File: config.mk
export PLATFORM = sky130hd
export DESIGN_NAME = cc_seq_alu
export DESIGN_NICKNAME = d
export VERILOG_FILES = /design/src/rtl/cc_seq_alu.sv
export SDC_FILE = /design/constraint.sdc
export NUM_CORES = 1
export LEC_CHECK = 0
export CAP_MARGIN = 20
export CORE_MARGIN = 2
export CORE_UTILIZATION = 60
export DETAILED_ROUTE_END_ITERATION = 12
export PLACE_DENSITY = 0.92
export RECOVER_POWER = 50
export SLEW_MARGIN = 20
export SYNTH_ARGS = -nofsm -noshare
export SYNTH_HDL_FRONTEND = slang
export SYNTH_SLANG_ARGS = --single-unit
File: constraint.sdc
create_clock -name CC_SEQALU_CLOCK_50 -period 5.6 [get_ports CC_SEQALU_CLOCK_50]
set_clock_uncertainty 0.2 [all_clocks]
set_input_delay 1.12 -clock CC_SEQALU_CLOCK_50 [delete_from_list [all_inputs] [get_ports CC_SEQALU_CLOCK_50]]
set_output_delay 1.12 -clock CC_SEQALU_CLOCK_50 [all_outputs]
set_load 0.01 [all_outputs]
File: src/rtl/cc_seq_alu.sv
// cc_seq_alu: multi-cycle ALU with start/busy/done handshake and registered
// N/Z/V/C condition codes.
//   Logic/add/sub/pass : EXEC state, done two edges after acceptance.
//   SLL/SRL/SRA        : one bit per cycle, k = B[SHAMT_W-1:0].
//   MULCC              : iterative shift-add, low half of the product.
// Optional feature macro: CC_SEQALU_MUL_EN. When it is undefined, no multiplier
// exists and opcode 8 behaves as a flag-writing pass of A.
// Ports:
//   CC_SEQALU_CLOCK_50          clock, rising edge
//   CC_SEQALU_RESET_InLow       synchronous active-low reset
//   CC_SEQALU_Start_InHigh      request, sampled only when idle
//   CC_SEQALU_Selection_In      opcode
//   CC_SEQALU_DataBUSA_In/B_In  operands (B also carries the shift amount)
//   CC_SEQALU_Busy_OutHigh      operation in progress
//   CC_SEQALU_Done_OutHigh      one-cycle completion pulse
//   CC_SEQALU_DataBUS_Out       registered result
//   CC_SEQALU_*_OutHigh flags   registered N/Z/V/C
module cc_seq_alu #(
  parameter int DATAWIDTH_BUS           = 32,
  parameter int DATAWIDTH_ALU_SELECTION = 4,
  parameter int SHAMT_W                 = $clog2(DATAWIDTH_BUS)
) (
  input  logic                               CC_SEQALU_CLOCK_50,
  input  logic                               CC_SEQALU_RESET_InLow,
  input  logic                               CC_SEQALU_Start_InHigh,
  input  logic [DATAWIDTH_ALU_SELECTION-1:0] CC_SEQALU_Selection_In,
  input  logic [DATAWIDTH_BUS-1:0]           CC_SEQALU_DataBUSA_In,
  input  logic [DATAWIDTH_BUS-1:0]           CC_SEQALU_DataBUSB_In,
  output logic                               CC_SEQALU_Busy_OutHigh,
  output logic                               CC_SEQALU_Done_OutHigh,
  output logic [DATAWIDTH_BUS-1:0]           CC_SEQALU_DataBUS_Out,
  output logic                               CC_SEQALU_Negative_OutHigh,
  output logic                               CC_SEQALU_Zero_OutHigh,
  output logic                               CC_SEQALU_Overflow_OutHigh,
  output logic                               CC_SEQALU_Carry_OutHigh
);
  localparam int W  = DATAWIDTH_BUS;
  localparam int SW = DATAWIDTH_ALU_SELECTION;
`ifdef CC_SEQALU_MUL_EN
  localparam int ACC_W = 2 * W;
`else
  localparam int ACC_W = W;
`endif

  localparam logic [SW-1:0] OP_AND = SW'(0);
  localparam logic [SW-1:0] OP_OR  = SW'(1);
  localparam logic [SW-1:0] OP_NOR = SW'(2);
  localparam logic [SW-1:0] OP_ADD = SW'(3);
  localparam logic [SW-1:0] OP_SUB = SW'(4);
  localparam logic [SW-1:0] OP_SLL = SW'(5);
  localparam logic [SW-1:0] OP_SRL = SW'(6);
  localparam logic [SW-1:0] OP_SRA = SW'(7);
  localparam logic [SW-1:0] OP_MUL = SW'(8);

  typedef enum logic [2:0] {IDLE, EXEC, SHIFT, MUL, DONE} state_t;

  state_t             state, nextState;
  logic [SW-1:0]      opLat;
  logic [W-1:0]       aLat, bLat;
  logic               flagWr;
  logic [ACC_W-1:0]   acc;
  logic [SHAMT_W:0]   cnt;
  logic               vStage, cStage;

  logic               accept, isShift, isMul, isFlagOp;
  logic [W-1:0]       execRes, shiftRes;
  logic               execV, execC;
  logic [W:0]         sumExt, diffExt;

  // busy stays high through the done cycle; blocking acceptance on it keeps a
  // start held across the done pulse from being taken until the next idle cycle.
  assign accept  = (state == IDLE) && !CC_SEQALU_Busy_OutHigh && CC_SEQALU_Start_InHigh;
  assign isShift = (CC_SEQALU_Selection_In == OP_SLL) || (CC_SEQALU_Selection_In == OP_SRL) ||
                   (CC_SEQALU_Selection_In == OP_SRA);
`ifdef CC_SEQALU_MUL_EN
  assign isMul   = (CC_SEQALU_Selection_In == OP_MUL);
`else
  assign isMul   = 1'b0;
`endif
  assign isFlagOp = (CC_SEQALU_Selection_In <= OP_SUB) || (CC_SEQALU_Selection_In == OP_MUL);

  assign sumExt  = {1'b0, aLat} + {1'b0, bLat};
  assign diffExt = {1'b0, aLat} - {1'b0, bLat};

  always_comb begin
    execRes = aLat;
    execV   = 1'b0;
    execC   = 1'b0;
    case (opLat)
      OP_AND: execRes = aLat & bLat;
      OP_OR:  execRes = aLat | bLat;
      OP_NOR: execRes = ~(aLat | bLat);
      OP_ADD: begin
        execRes = sumExt[W-1:0];
        execC   = sumExt[W];
        execV   = (aLat[W-1] == bLat[W-1]) && (sumExt[W-1] != aLat[W-1]);
      end
      OP_SUB: begin
        execRes = diffExt[W-1:0];
        execC   = diffExt[W];  // borrow out == (A <u B)
        execV   = (aLat[W-1] != bLat[W-1]) && (diffExt[W-1] != aLat[W-1]);
      end
      default: ;
    endcase
  end

  always_comb begin
    shiftRes = {acc[W-1], acc[W-1:1]};
    if (opLat == OP_SLL)      shiftRes = {acc[W-2:0], 1'b0};
    else if (opLat == OP_SRL) shiftRes = {1'b0, acc[W-1:1]};
  end

`ifdef CC_SEQALU_MUL_EN
  // Upper half accumulates A when the multiplier LSB (acc[0]) is set, then the
  // whole {carry, upper, lower} shifts right; after W steps acc holds A*B.
  logic [W:0] mulSum;
  assign mulSum = {1'b0, acc[ACC_W-1:W]} + (acc[0] ? {1'b0, aLat} : {(W+1){1'b0}});
`endif

  always_ff @(posedge CC_SEQALU_CLOCK_50) begin
    if (!CC_SEQALU_RESET_InLow) state <= IDLE;
    else                        state <= nextState;
  end

  always_comb begin
    nextState = state;
    case (state)
      IDLE:  if (accept) begin
               if (isShift)    nextState = SHIFT;
               else if (isMul) nextState = MUL;
               else            nextState = EXEC;
             end
      EXEC:  nextState = DONE;
      SHIFT: if (cnt == '0) nextState = DONE;
      MUL:   if (cnt == '0) nextState = DONE;
      DONE:  nextState = IDLE;
      default: nextState = IDLE;
    endcase
  end

  always_ff @(posedge CC_SEQALU_CLOCK_50) begin
    if (!CC_SEQALU_RESET_InLow) begin
      opLat  <= '0;
      aLat   <= '0;
      bLat   <= '0;
      flagWr <= 1'b0;
      acc    <= '0;
      cnt    <= '0;
      vStage <= 1'b0;
      cStage <= 1'b0;
      CC_SEQALU_Busy_OutHigh     <= 1'b0;
      CC_SEQALU_Done_OutHigh     <= 1'b0;
      CC_SEQALU_DataBUS_Out      <= '0;
      CC_SEQALU_Negative_OutHigh <= 1'b0;
      CC_SEQALU_Zero_OutHigh     <= 1'b0;
      CC_SEQALU_Overflow_OutHigh <= 1'b0;
      CC_SEQALU_Carry_OutHigh    <= 1'b0;
    end else begin
      CC_SEQALU_Busy_OutHigh <= (state != IDLE);
      CC_SEQALU_Done_OutHigh <= (state == DONE);
      case (state)
        IDLE: if (accept) begin
          opLat  <= CC_SEQALU_Selection_In;
          aLat   <= CC_SEQALU_DataBUSA_In;
          bLat   <= CC_SEQALU_DataBUSB_In;
          flagWr <= isFlagOp;
          if (isMul) begin
            cnt <= (SHAMT_W+1)'(W);
            acc <= ACC_W'(CC_SEQALU_DataBUSB_In);
          end else begin
            cnt <= {1'b0, CC_SEQALU_DataBUSB_In[SHAMT_W-1:0]};
            acc <= ACC_W'(CC_SEQALU_DataBUSA_In);
          end
        end
        EXEC: begin
          acc    <= ACC_W'(execRes);
          vStage <= execV;
          cStage <= execC;
        end
        SHIFT: if (cnt != '0) begin
          acc <= ACC_W'(shiftRes);
          cnt <= cnt - 1'b1;
        end
`ifdef CC_SEQALU_MUL_EN
        MUL: if (cnt != '0) begin
          acc <= {mulSum, acc[W-1:1]};
          cnt <= cnt - 1'b1;
        end
`endif
        DONE: begin
          CC_SEQALU_DataBUS_Out <= acc[W-1:0];
          if (flagWr) begin
            CC_SEQALU_Negative_OutHigh <= acc[W-1];
            CC_SEQALU_Zero_OutHigh     <= (acc[W-1:0] == '0);
`ifdef CC_SEQALU_MUL_EN
            if (opLat == OP_MUL) begin
              CC_SEQALU_Overflow_OutHigh <= |acc[ACC_W-1:W];
              CC_SEQALU_Carry_OutHigh    <= |acc[ACC_W-1:W];
            end else begin
              CC_SEQALU_Overflow_OutHigh <= vStage;
              CC_SEQALU_Carry_OutHigh    <= cStage;
            end
`else
            CC_SEQALU_Overflow_OutHigh <= vStage;
            CC_SEQALU_Carry_OutHigh    <= cStage;
`endif
          end
        end
        default: ;
      endcase
    end
  end
endmodule

==> results.tsv, run 1 <==
metric	value	unit
Final Critical Period	3950	ps
P_sw	1590	uW
Avg WL per Cell	20.7	um
Post-synth EDFFs	0	
outcome	complete, but fails checks	
WL final	41500	um
Tot GR Track Use	38.1	%
Clock Power Share	29.6	%
antenna violations before repair	0	
Layout area overhead	13.6	%
Core Box Area	20100	sq um
Synth cell types	81	
CP startpoint kind	register	
Slew Limit Fails	72	
Hold Vio Cnt, Final	0	
Area contributors post-synth	dfxtp_1 25%, ha_1 11%, nand2_1 9.9%	
post-CTS sizing	0	
setup total negative slack	0	ps
post-DP HPWL	28400	um
max_cap viols	1	
vias	13200	
Fmax	253	MHz
Pleak	0.00555	uW
chip height	147	um
drt first pass iters	7	
Routed Antenna Nets	0	
initial DRC count	1872	
die width	147	um
Slowest cell on crit path	o41ai_1	
Mapped Area	12200	sq um
residual DRC count	0	
Tcrit/Tclk final	70.6	%
WP data arrival	4070	ps
largest net degree at the start of global routing	98	
Warnings, synthesis	0	
antenna cell count	0	
Setup WS post-layout	1650	ps
ys flop type	dfxtp_1	
clock sinks	150	
Finished Cell Area	13800	sq um
failing checks	capacitance limit, slew limit	
first-pass GRT wire length	66000	um
CTS Buffer Depth	2	
register area share after synthesis	24.6	%
Setup crit end kind	register	
Mean Syn Cell Area	7.17	sq um
Worst Path Buf+Inv	1	
H-tree depth reported by CTS	4	
logic gate share of total power	36.4	%
CTS tree	yes	
gr ovfl total	0	
CTS Root Cell	clkbuf_16	
routability congestion estimate	0.986	
Worst EP required	5720	ps
sequential share of power	34.0	%
Sequential Area	3000	sq um
Yosys top cell by area	dfxtp_1	
family with the most delay on the worst path	compound AO/OA/AOI/OAI gates	
placed inst area	13300	sq um
Slew @ Worst Pin	1630	ps
Int Power	2260	uW
top cells by count, synth	322 x nand2_1, 151 x a21oi_1, 150 x dfxtp_1, 111 x nor2_1, 107 x ha_1	
fillers	1622	
max incr delay on CP	640	ps
number of global-route vias before repair	12200	
maximum VDD drop	0.194	mV
Post-synth ARST share	0	%
Seq cells post-synth	150	
Via density	6.62	
PwrDens	278	nW/um^2
layout cell share with drive strength beyond 1	4.97	%
I/O pin count	109	
unrepaired setup endpoints after global routing	no	
Synth Net Count	1879	
relative max-transition margin	-8.93	%
Cells after Synth	1699	
Sw Share	41.2	%
critical path class	register to register	
CTS Hold Bufs	0	
Multi-input gate area	8330	sq um
share of the synthesized area in the top cell type	24.6	%
Place WS	1770	ps
final core utilization	68.9	%
crit-path cells	inv_1 > ha_1 > fa_1 > o21bai_2 > a2111oi_2 > nor3_2 > a21oi_2 > and3_1 > o41a_1 > o41ai_1 > mux2i_1 > a21oi_1	
endpoints failing setup	0	
Power, Total	3850	uW
Initial Utilization	60.6	%
worst-path fanout max	6	
# rows	52	
hold crit path type	register to register	
top-count cell post-synth	nand2_1	
Die Footprint	21500	sq um
worst skew pair latency	440	ps
Final nets	1898	
post-CTS setup buffer count	0	
Num CTS Buffers	17	
Port Buffers	108	
clock-pin slew on the worst setup and hold paths	70	ps
## metrics by stage
step,cells,hold WS [ps]
finish,2001,264
global route,2001,282
CTS,2000,268
detailed placement,1968,258
global placement,1968,251
floorplan,1699,249
## cell usage in the layout (no fill, tap or decap), types with 13 or more instances in the layout
| cell | count |
|---|---|
| a21boi_0 | 52 |
| a21boi_1 | 54 |
| a21o_1 | 17 |
| a21oi_1 | 150 |
| a31oi_1 | 24 |
| buf_4 | 15 |
| clkbuf_16 | 17 |
| clkdlybuf4s50_1 | 67 |
| dfxtp_1 | 149 |
| dlygate4sd3_1 | 40 |
| ha_1 | 107 |
| inv_1 | 94 |
| mux2i_1 | 36 |
| nand2_1 | 321 |
| nand3_1 | 28 |
| nor2_1 | 111 |
| nor3_1 | 17 |
| nor4_1 | 19 |
| o211ai_1 | 22 |
| o21ai_0 | 80 |
| o21ai_1 | 19 |
| o21bai_1 | 27 |
| o31ai_1 | 17 |
| xnor2_1 | 13 |
## kinds of logic (layout without fill, tap and decap cells)
family / count (synthesis) / count (layout) / synth area share (%)
mux: 38 / 38 / 3.14
xor+xnor: 16 / 16 / 1.15
flops: 150 / 150 / 24.6
simple gates: 570 / 570 / 20.1
buf+inv: 230 / 262 / 7.26
compound gates: 586 / 586 / 32.4
fa+ha+maj: 109 / 109 / 11.3
## final timing paths
kind / start / endpoint / slack [ps] / cells past startpoint
hold reg to reg: CC_SEQALU_DataBUS_Out[20] / CC_SEQALU_DataBUS_Out[20] / 260 / 2
hold / removal: CC_SEQALU_DataBUS_Out[20] / CC_SEQALU_DataBUS_Out[20] / 260 / 2
setup reg to reg: aLat[0] / acc[28] / 1650 / 12
setup / recovery: aLat[0] / acc[28] / 1650 / 12
## state kept, by name, summed over array words and instances (netlist names)
register                    count
CC_SEQALU_Overflow_OutHigh      1
opLat                           4
state                           3
CC_SEQALU_Done_OutHigh          1
acc                            32
cStage                          1
CC_SEQALU_DataBUS_Out          32
cnt                             6
CC_SEQALU_Zero_OutHigh          1
CC_SEQALU_Busy_OutHigh          1
CC_SEQALU_Negative_OutHigh      1
flagWr                          1
vStage                          1
CC_SEQALU_Carry_OutHigh         1
bLat                           32
aLat                           32
## cell type report
| type | count | area share [%] |
|---|---|---|
| Multi-Input combinational cell | 1319 | 60.2 |
| Sequential cell | 150 | 21.7 |
| Timing Repair Buffer | 125 | 8.81 |
| Clock buffer | 18 | 3.10 |
| Inverter | 105 | 2.85 |
| Tap cell | 270 | 2.44 |
| Clock inverter | 14 | 0.922 |
## power by group through the flow
stage | sequential, uW | combinational [uW] | clock [uW]
global placement | 1320 | 1310 | 0
finish | 1310 | 1400 | 1140
CTS | 1300 | 1350 | 1140
global route | 1320 | 1510 | 1180
detailed placement | 1320 | 1330 | 0
floorplan | 1260 | 975 | 0
## worst min-delay path, cell delays in order (launching register included)
cell and delay, ps:
dfxtp_1 310, nand2_1 50, a21boi_0 60
## metal layers
metal  track usage, %  routed length (um)  vias up
met5                0                   0        -
met4             12.3                1340        0
met3             12.1                6150      164
met2             56.0               17200     1022
met1             53.2               16800     6030
li1                 -                   -     6023
(Power assumes the default switching activity.)
==> run 2: changes to the inputs <==
- clock period: 5.6 -> 4.05 ns (I/O delays scaled with it)
==> run 2 against run 1 <==
Against the previous run: sequential power grew 37%; routed wire length increased by 5.2%; the run still ends with capacitance limit, slew limit left; critical endpoint unchanged; global-route usage is 1.7 points higher; flip-flop and latch count is the same; worst setup slack worse by 1300 ps; clock power rose by 46%; die area unchanged; count of clock-buffer cells in the layout is 1 lower.
==> results.tsv, run 2 (synthesis results as in run 1) <==
metric	value	unit	change
outcome	complete, but fails checks		
failing checks	capacitance limit, slew limit		
Fmax	268	MHz	+6.0%
Power, Total	5490	uW	+43%
initial DRC count	1756		-6.2%
Tot GR Track Use	39.9	%	+1.7 points
gr ovfl total	0		unchanged
worst reg2reg path endpoint	acc[28]		
Hold Vio Cnt, Final	0		unchanged
CP startpoint kind	register		
Core Box Area	20100	sq um	unchanged
hold endpoint	CC_SEQALU_DataBUS_Out[25]		
die width	147	um	unchanged
CTS tree	yes		
crit-path cells	inv_1 > ha_1 > fa_1 > o21bai_2 > a2111oi_2 > nor3_2 > a21oi_2 > and3_1 > o41a_1 > o41ai_1 > mux2i_1 > a21oi_1		
WP data arrival	3850	ps	-220 ps
r2r setup slk	320	ps	-1330 ps
endpoints failing setup	0		unchanged
post-DP HPWL	31100	um	+9.7%
number of global-route vias before repair	12200		-0.21%
PwrDens	391	nW/um^2	+40%
post-CTS sizing	0		unchanged
Routed Antenna Nets	0		unchanged
Avg WL per Cell	21.6	um	+4.0%
Final Critical Period	3730	ps	-222 ps
Worst EP required	4170	ps	-1550 ps
clock sinks	150		unchanged
Slowest cell on crit path	o41ai_1		
Num CTS Buffers	17		unchanged
max_cap viols	1		unchanged
worst hold-check slack	262	ps	-2.34 ps
CTS Root Cell	clkbuf_16		
Slew @ Worst Pin	2630	ps	+994 ps
Die Footprint	21500	sq um	unchanged
CTS Buffer Depth	2		unchanged
Worst Path Buf+Inv	1		unchanged
antenna violations before repair	1		+1
critical path class	register to register		
WL final	43600	um	+5.2%
Pleak	0.00568	uW	+2.4%
residual DRC count	0		unchanged
Initial Utilization	60.6	%	unchanged
layout cell share with drive strength beyond 1	5.99	%	+1.0 points
Port Buffers	108		unchanged
Hold Path Stages	2		unchanged
r2r worst-path depth	12		unchanged
routability congestion estimate	1.03		+4.7%
first-pass GRT wire length	67900	um	+2.9%
# rows	52		unchanged
hold crit path type	register to register		
final core utilization	69.9	%	+1.1 points
CTS Hold Bufs	0		unchanged
Reg2Reg Launch Point	aLat[0]		
antenna cell count	0		unchanged
Finished Cell Area	14100	sq um	+1.5%
Layout area overhead	15.3	%	
setup total negative slack	0	ps	unchanged
most common cell after layout, fill and taps aside	nand2_1		
Final nets	1922		+1.3%
I/O pin count	109		unchanged
largest net degree at the start of global routing	76		-22%
hold_sp	CC_SEQALU_DataBUS_Out[25]		
worst skew pair latency	440	ps	about the same
H-tree depth reported by CTS	4		unchanged
Setup crit end kind	register		
post-CTS setup buffer count	0		unchanged
drt first pass iters	6		-1
Tcrit/Tclk final	92.1	%	+22 points
chip height	147	um	unchanged
Slew Limit Fails	73		+1.4%
unrepaired setup endpoints after global routing	no		
clock-pin slew on the worst setup and hold paths	70	ps	about the same
Via density	6.63		+0.13%
maximum VDD drop	0.318	mV	+64%
max incr delay on CP	530	ps	-110 ps
worst-path fanout max	6		unchanged
vias	13400		+1.3%
commonest non-fill, non-tap cells in the layout	322 x nand2_1, 150 x dfxtp_1, 150 x a21oi_1, 111 x nor2_1, 107 x ha_1		
placed inst area	13500	sq um	+1.6%
family with the most delay on the worst path	compound AO/OA/AOI/OAI gates		
relative max-transition margin	-75.2	%	-66 points
[run 2: cell types whose count changed in the layout (fill, tap and decap cells not counted), moves of 2 or more]
| cell | before | now |
|---|---|---|
| a21boi_0 | 52 | 56 |
| clkdlybuf4s50_1 | 67 | 69 |
| dlygate4sd3_1 | 40 | 38 |
| buf_12 | 0 | 2 |
| inv_6 | 7 | 3 |
| clkinv_4 | 2 | 4 |
| a21boi_1 | 54 | 50 |
| bufinv_16 | 0 | 2 |
| buf_4 | 15 | 37 |
[run 2: per-layer routing]
layer,GRT usage [%],vias to the layer above,routed length [um]
met5,0,-,13
met4,13.4,2,1370
met3,13.4,135,6650
met2,57.0,989,17700
met1,56.2,6222,17900
li1,-,6061,-
[run 2: power by group]
part	total (uW)	switching (uW)	internal, uW
Clock	1660	735	925
Sequential	1790	189	1610
Combinational	2040	1290	751
[run 2: per-stage QoR]
| stage | std cells | setup slack (ps) |
|---|---|---|
| floorplan | 1699 | 848 |
| global placement | 1993 | 554 |
| detailed placement | 1993 | 458 |
| CTS | 2024 | 406 |
| global route | 2024 | 164 |
| finish | 2024 | 319 |
[run 2: worst reg2reg max path: stages, from the launching register on]
cell       delay, ps
dfxtp_1          400
inv_1             90
ha_1             240
fa_1             440
o21bai_2         190
a2111oi_2        110
nor3_2           280
a21oi_2          150
and3_1           190
o41a_1           470
o41ai_1          530
mux2i_1          250
a21oi_1           80
[run 2: final cells by class]
type	instances	area (sq um)
multi-input cells	1319	8330
inverters	105	394
repair buffers	149	1400
clock inverters	14	168
clock buffers	17	425
fillers	1625	6050
well taps	270	338
flip-flops and latches	150	3000
[run 2: how the worst max path moves through the flow]
| stage | slack [ps] | endpoint | cells after the start | start |
|---|---|---|---|---|
| after global placement | 550 | acc[28] | 12 | aLat[0] |
| after detailed placement | 460 | acc[28] | 12 | aLat[0] |
| after floorplan | 850 | acc[24] | 11 | aLat[0] |
| final | 320 | acc[28] | 12 | aLat[0] |
| after global routing | 160 | acc[24] | 11 | aLat[17] |
| after CTS | 410 | acc[28] | 12 | aLat[0] |
